==> src/rtl/sic_alu_lock_arbiter.sv <==
// Shared-ALU lock manager: grants the single shared ALU to the oldest requesting
// SIC by issue_id, holds it until release/abort, and steers that SIC's request.
package sic_alu_lock_pkg;
   typedef struct packed {
      logic [3:0]  op;
      logic [31:0] a;
      logic [31:0] b;
   } alu_req_t;

   typedef struct packed {
      logic [31:0] res;
      logic        zero;
      logic        carry;
   } alu_ans_t;
endpackage

// One SIC's arbitration cell: wins when it beats every other active requester.
module sic_alu_lock_lane #(
   parameter int NUM_SICS = 4,
   parameter int ID_WIDTH = 8,
   parameter int IDX      = 0
) (
   input  logic [NUM_SICS-1:0]               req,
   input  logic [NUM_SICS-1:0][ID_WIDTH-1:0] ids,
   output logic                              win
);
   logic [ID_WIDTH-1:0] diff;

   // Wrapping age: MSB of (mine - theirs) set means mine is older; ties go to lower index.
   always_comb begin
      win  = req[IDX];
      diff = '0;
      for (int j = 0; j < NUM_SICS; j++) begin
         if (j != IDX && req[j]) begin
            diff = ids[IDX] - ids[j];
            if (!(diff[ID_WIDTH-1] || (diff == '0 && IDX < j)))
               win = 1'b0;
         end
      end
   end
endmodule

module sic_alu_lock_arbiter
   import sic_alu_lock_pkg::*;
#(
   parameter  int NUM_SICS = 4,
   parameter  int ID_WIDTH = 8,
   localparam int OW       = (NUM_SICS > 1) ? $clog2(NUM_SICS) : 1
) (
   input  logic                              clk,
   input  logic                              rst_n,
   input  logic [NUM_SICS-1:0]               rpl_req,
   input  logic [NUM_SICS-1:0][ID_WIDTH-1:0] rpl_issue_id,
   input  logic [NUM_SICS-1:0]               rpl_release,
   input  alu_req_t [NUM_SICS-1:0]           sic_alu_req,
   output logic [NUM_SICS-1:0]               alu_grant,
   output alu_req_t                          alu_req_out,
   input  alu_ans_t                          alu_ans_in,
   output alu_ans_t                          alu_ans,
   output logic                              lock_busy,
   output logic [OW-1:0]                     lock_owner
);
   typedef enum logic {IDLE, LOCKED} state_t;

   state_t              state;
   logic [NUM_SICS-1:0] win;
   logic [NUM_SICS-1:0] win_onehot;
   logic [OW-1:0]       win_idx;
   logic                win_any;
   logic                owner_free;

   generate
      if (NUM_SICS == 1) begin : g_single
         assign win = rpl_req;
      end else begin : g_multi
         for (genvar g = 0; g < NUM_SICS; g++) begin : g_lane
            sic_alu_lock_lane #(
               .NUM_SICS (NUM_SICS),
               .ID_WIDTH (ID_WIDTH),
               .IDX      (g)
            ) u_lane (
               .req (rpl_req),
               .ids (rpl_issue_id),
               .win (win[g])
            );
         end
      end
   endgenerate

   // Lanes yield a single winner for legal id spans; the encoder keeps the grant one-hot regardless.
   always_comb begin
      win_idx    = '0;
      win_onehot = '0;
      win_any    = |win;
      for (int i = NUM_SICS - 1; i >= 0; i--)
         if (win[i]) win_idx = OW'(i);
      for (int i = 0; i < NUM_SICS; i++)
         win_onehot[i] = win_any && (win_idx == OW'(i));
   end

   assign owner_free = rpl_release[lock_owner] || !rpl_req[lock_owner];

   always_ff @(posedge clk or negedge rst_n) begin
      if (!rst_n) begin
         state      <= IDLE;
         alu_grant  <= '0;
         lock_busy  <= 1'b0;
         lock_owner <= '0;
      end else begin
         case (state)
            IDLE: begin
               if (win_any) begin
                  state      <= LOCKED;
                  alu_grant  <= win_onehot;
                  lock_busy  <= 1'b1;
                  lock_owner <= win_idx;
               end
            end
            LOCKED: begin
               // Freeing always passes through IDLE, so successive owners are a cycle apart.
               if (owner_free) begin
                  state      <= IDLE;
                  alu_grant  <= '0;
                  lock_busy  <= 1'b0;
                  lock_owner <= '0;
               end
            end
            default: state <= IDLE;
         endcase
      end
   end

   always_comb begin
      alu_req_out = '0;
      if (lock_busy) alu_req_out = sic_alu_req[lock_owner];
   end

   assign alu_ans = alu_ans_in;
endmodule

==> config.mk <==
export PLATFORM = sky130hd
export DESIGN_NAME = sic_alu_lock_arbiter
export DESIGN_NICKNAME = d
export VERILOG_FILES = /design/src/rtl/sic_alu_lock_arbiter.sv
export SDC_FILE = /design/constraint.sdc
export NUM_CORES = 1
export LEC_CHECK = 0
export ABC_AREA = 1
export BUFFER_PORTS_ARGS = -buffer_cell sky130_fd_sc_hd__buf_2
export CORE_AREA = 2 2 178 180
export DETAILED_ROUTE_END_ITERATION = 12
export DIE_AREA = 0 0 180 182
export PLACE_DENSITY_LB_ADDON = 0.25
export SYNTH_ARGS = -nofsm -noshare
export SYNTH_HDL_FRONTEND = slang
export SYNTH_SLANG_ARGS = --single-unit
==> constraint.sdc <==
create_clock -name clk -period 5.5 [get_ports clk]
set_input_delay 1.65 -clock clk [delete_from_list [all_inputs] [get_ports clk]]
set_output_delay 1.65 -clock clk [all_outputs]
set_load 0.03 [all_outputs]
# == Yosys cells after proc, flatten, opt, wreduce, memory -nomap -nowiden ==
# Cells that the tools add are included.
# totals
elab_cells,91
output_inout_bits,109
reg_bits,8
# classes
muxes,47
bitwise_logic,1
n_addsub,12
reduce_logical,21
eq_ne,5
n_lt_le_gt_ge,1
# op_table
op,n
$bmux 68 s2,1
$mux 68,2
$sub 8x8->8,12
$logic_not 8->1,6
$mux 1,30
$mux 2,6
$mux 4,2
$pmux 4 s2,1
$logic_or 1x1->1,7
$bmux 1 s2,2
$eq 2x2->1 const B,2
$logic_and 1x1->1,4
$pmux 1 s2,2
$pmux 2 s2,1
$reduce_or 4->1,1
$lt 2x3->1 const B,1
$eq 2x1->1 const B,1
$logic_not 2->1,1
$ne 2x1->1 const B,1
$ne 2x2->1 const B,1
$reduce_and 2->1,1
$logic_not 1->1,1
$not 1->1,1

# == Depth between registers and ports, before layout ==
# logic_depth
ltp_word,15
ltp_mapped,20
ltp_nobuf,20

# == Modules after synthesis ==
# A second synthesis with hierarchy kept.
# hier_totals
cells_unflattened,1288
hier_area_um2,6650.1
# by_module_without_submodules
module,area_per_inst_um2,instances,cells_each
sic_alu_lock_arbiter,3017.9,1,615
sic_alu_lock_lane at g_multi.g_lane[0].u_lane,1224.9,1,233
sic_alu_lock_lane at g_multi.g_lane[1].u_lane,1032.2,1,195
sic_alu_lock_lane at g_multi.g_lane[2].u_lane,794.5,1,145
sic_alu_lock_lane at g_multi.g_lane[3].u_lane,580.6,1,100

# == Least setup slack after synthesis ==
# No wires, ideal clock.
# synth_path
kind,input to output
start,in sic_alu_req[10] (netlist bit)
end,out alu_req_out[10] (netlist bit)
path_slack_ns,1.507
arrival_ns,2.343
cell_stages,4
cell_sequence,nor2_1 nor2_1 o21ai_0 a21oi_1
# synth_lines
element,line_no,rtl
start: declaration,55,"input alu_req_t [NUM_SICS-1:0] sic_alu_req,"
end: declaration,57,"output alu_req_t alu_req_out,"

==> qor.yml <==
outcome:
  outcome: "completed"
clock_network:
  cts_root_buf: "clkbuf_16"
  cts_tree: "done"
  clk_pin_slew_worst_paths_ns: 0.04
  cts_setup_buffers: 0
  cts_buffers: 3
  postCtsHoldBufs: 0
  htree_levels: 1
  insertion_delay_ns: 0.23
  clockBufferDepth: 2
  post_cts_resized: 0
  cts.sinks: 8
worst_setup_path:
  critPathLaunch: "lock_owner[0]"
  worst_path_largest_cell_delay_ns: 0.91
  r2r-start: "lock_owner[0]"
  cp_top_family: "compound AO/OA/AOI/OAI gates"
  path_max_fanout: 68
  critPathRequiredTime_ns: 3.85
  crit_path_end_kind: "output pin"
  path_cells: "clkinv_2 > o21ai_0 > a21oi_1 > buf_2"
  crit_path_start_kind: "flip-flop"
  crit_arrival_ns: 3.13
  cpMaxStageDelayCell: "o21ai_0"
  cp.buffers_inverters: 2
  crit_type: "flip-flop to output pin"
logic_synthesis:
  seq_area_frac_synth: 0.03255
  syn_area_per_cell_um2: 5.316
  synth.most_common_cell: "nor2_1"
  syn_inst: 1157
  synth_edf_count: 0
  synth_area_leader_cell: "nor2_1"
  synth.cell_area_um2: 6151
  yosysWarnings: 0
  synth-seq-cells: 8
  synth_area_leaders: "nor2_1 (19%), ha_1 (17%), o21ai_0 (12%)"
  synth_ff_type: "dfrtp_1"
  synth_cell_types: 32
  synth_top_area_frac: 0.1928
  ys_top_cells_by_count: "nor2_1 (316), nand2_1 (166), o21ai_0 (145)"
  synthArstFlopShare: 1.000
  synth_nets: 1595
final_layout:
  drive_above_1_share: 0.2991
  area_delta_synth_final_pct: 35.88
  nets: 1918
  fillCellCount: 3666
  layoutNonFillerInstCount: 1884
  fin_area_um2: 8358
routing:
  drc: 0
  postRouteAntennaNets: 0
  num_vias: 8753
  wire_per_inst_um: 18.18
  dr.pass1.iters: 7
  drt-vias-per-instance: 4.646
  drt-initial-drc-count: 534
  wl_um: 34250
sta:
  fin_crit_sh: 0.8691
  fin_setup_tns_ns: 0
  whs_ns: 0.5150
  post-route-min-period_ns: 4.780
  finalHoldViolations: 0
  timing.fmax_mhz: 209.2
  rsz0062_at_grt: "false"
  final_max_slew_viol_count: 0
  slew_headroom: 0.3645
  layout_setup_ws_ns: 0.7198
  tightest_slew_ns: 0.9533
  setup_viol: 0
  skew_ns: 0.002814
placement:
  routabilityCongestion: 0.8990
  post-dp-hpwl_um: 29810
  io_buffer_count: 388
  place_inst: 1877
  pre_cts_ws_ns: 0.9281
  placed_area_um2: 8273
power_and_ir_drop:
  p_leak_nw: 4.730
  cellPowerDensity_nw_per_um2: 406.2
  peakVddDrop_mv: 0.2367
global_routing:
  grt_pass1_wl_um: 49170
  antenna_found_initial: 14
  grt_overflow: 0
  grt.total_usage: 0.1960
  grt_pass1_vias: 8165
  grt_max_degree: 69
floorplanning:
  die_w_um: 180
  start_util: 0.1985
  rows: 65
  die_h_um: 182
  dieArea_um2: 32760
  io_pins: 457
  core_um2: 30990
job:
  cap_violations: 0
hold_path:
  min_from: "alu_grant[3]"
  worstHoldPathType: "flip-flop to flip-flop"
## power by group
group,leakage [nW],switching [W],internal (W),total (W)
sequential,0.100,0.0000716,0.0000869,0.000159
clock,0.0370,0.0000288,0.0000938,0.000123
combinational,4.59,0.00222,0.000897,0.00311
total,4.73,0.00232,0.00108,0.00340
## stage by stage
stage / utilization / power [W]
after floorplan: - / 0.002246
after global placement: 0.2670 / 0.003261
after detailed placement: 0.2670 / 0.003262
after CTS: 0.2694 / 0.003396
after global routing: 0.2695 / 0.003698
final: 0.2697 / 0.003395
## metal layers
layer / vias up / global-route usage / share of wire
met5: - / 0 / 0.0022
met4: 12 / 0.02862 / 0.014
met3: 52 / 0.06398 / 0.10
met2: 380 / 0.3051 / 0.43
met1: 3957 / 0.2679 / 0.45
li1: 4352 / - / -
## worst min-delay path, stage by stage, from the launching register on
cell and delay (ns):
dfrtp_1 0.34, nand4_1 0.08, nand2_1 0.06
## state kept, by name (all words and copies together) (netlist names)
signal	flops
alu_grant	4
lock_owner	2
lock_busy	1
state	1
## kinds of logic after synthesis
kind of cell,after synthesis,synth area share
AO/OA/AOI/OAI,273,0.2305
XOR/XNOR,13,0.01973
adder cells (fa/ha/maj),90,0.1892
buffers and inverters,197,0.1420
flip-flops,8,0.03255
AND/OR/NAND/NOR,576,0.3861
## cell usage in the layout (no fill, tap or decap), types with 3 or more instances in the layout
master       n
a21o_1       4
a21oi_1    107
buf_2      388
buf_4       18
clkbuf_16    3
dfrtp_1      6
diode_2      4
fa_1         5
ha_1        85
inv_1       99
inv_2        9
nand2_1    166
nand2_2      7
nand2_4      5
nand3_1     52
nand3b_1     4
nand4_1     19
nor2_1     316
o21a_1       9
o21ai_0    145
o21ai_1      5
xnor2_1      8
xor2_1       4
## worst paths after layout
check / endpoint / cells after the start / slack (ns)
max in group asynchronous: lock_owner[0] / 1 / 4.04
max: alu_req_out[6] / 4 / 0.72
min in group asynchronous: alu_grant[3] / 1 / 1.26
min: alu_grant[3] / 2 / 0.51
max reg2reg: lock_owner[0] / 6 / 2.89
min reg2reg: alu_grant[3] / 2 / 0.51
## layout make-up
cell class                 count  area [µm²]  area share
timing repair buffer         406        2077      0.2485
tap                          402       503.0     0.06018
inverter                     109       410.4     0.04910
clock buffer                   3       75.07    0.008982
sequential                     8       205.2     0.02455
antenna                        4       10.01    0.001198
multi-input combinational    952        5077      0.6075
Note: power is estimated with default switching activity, not from simulation.
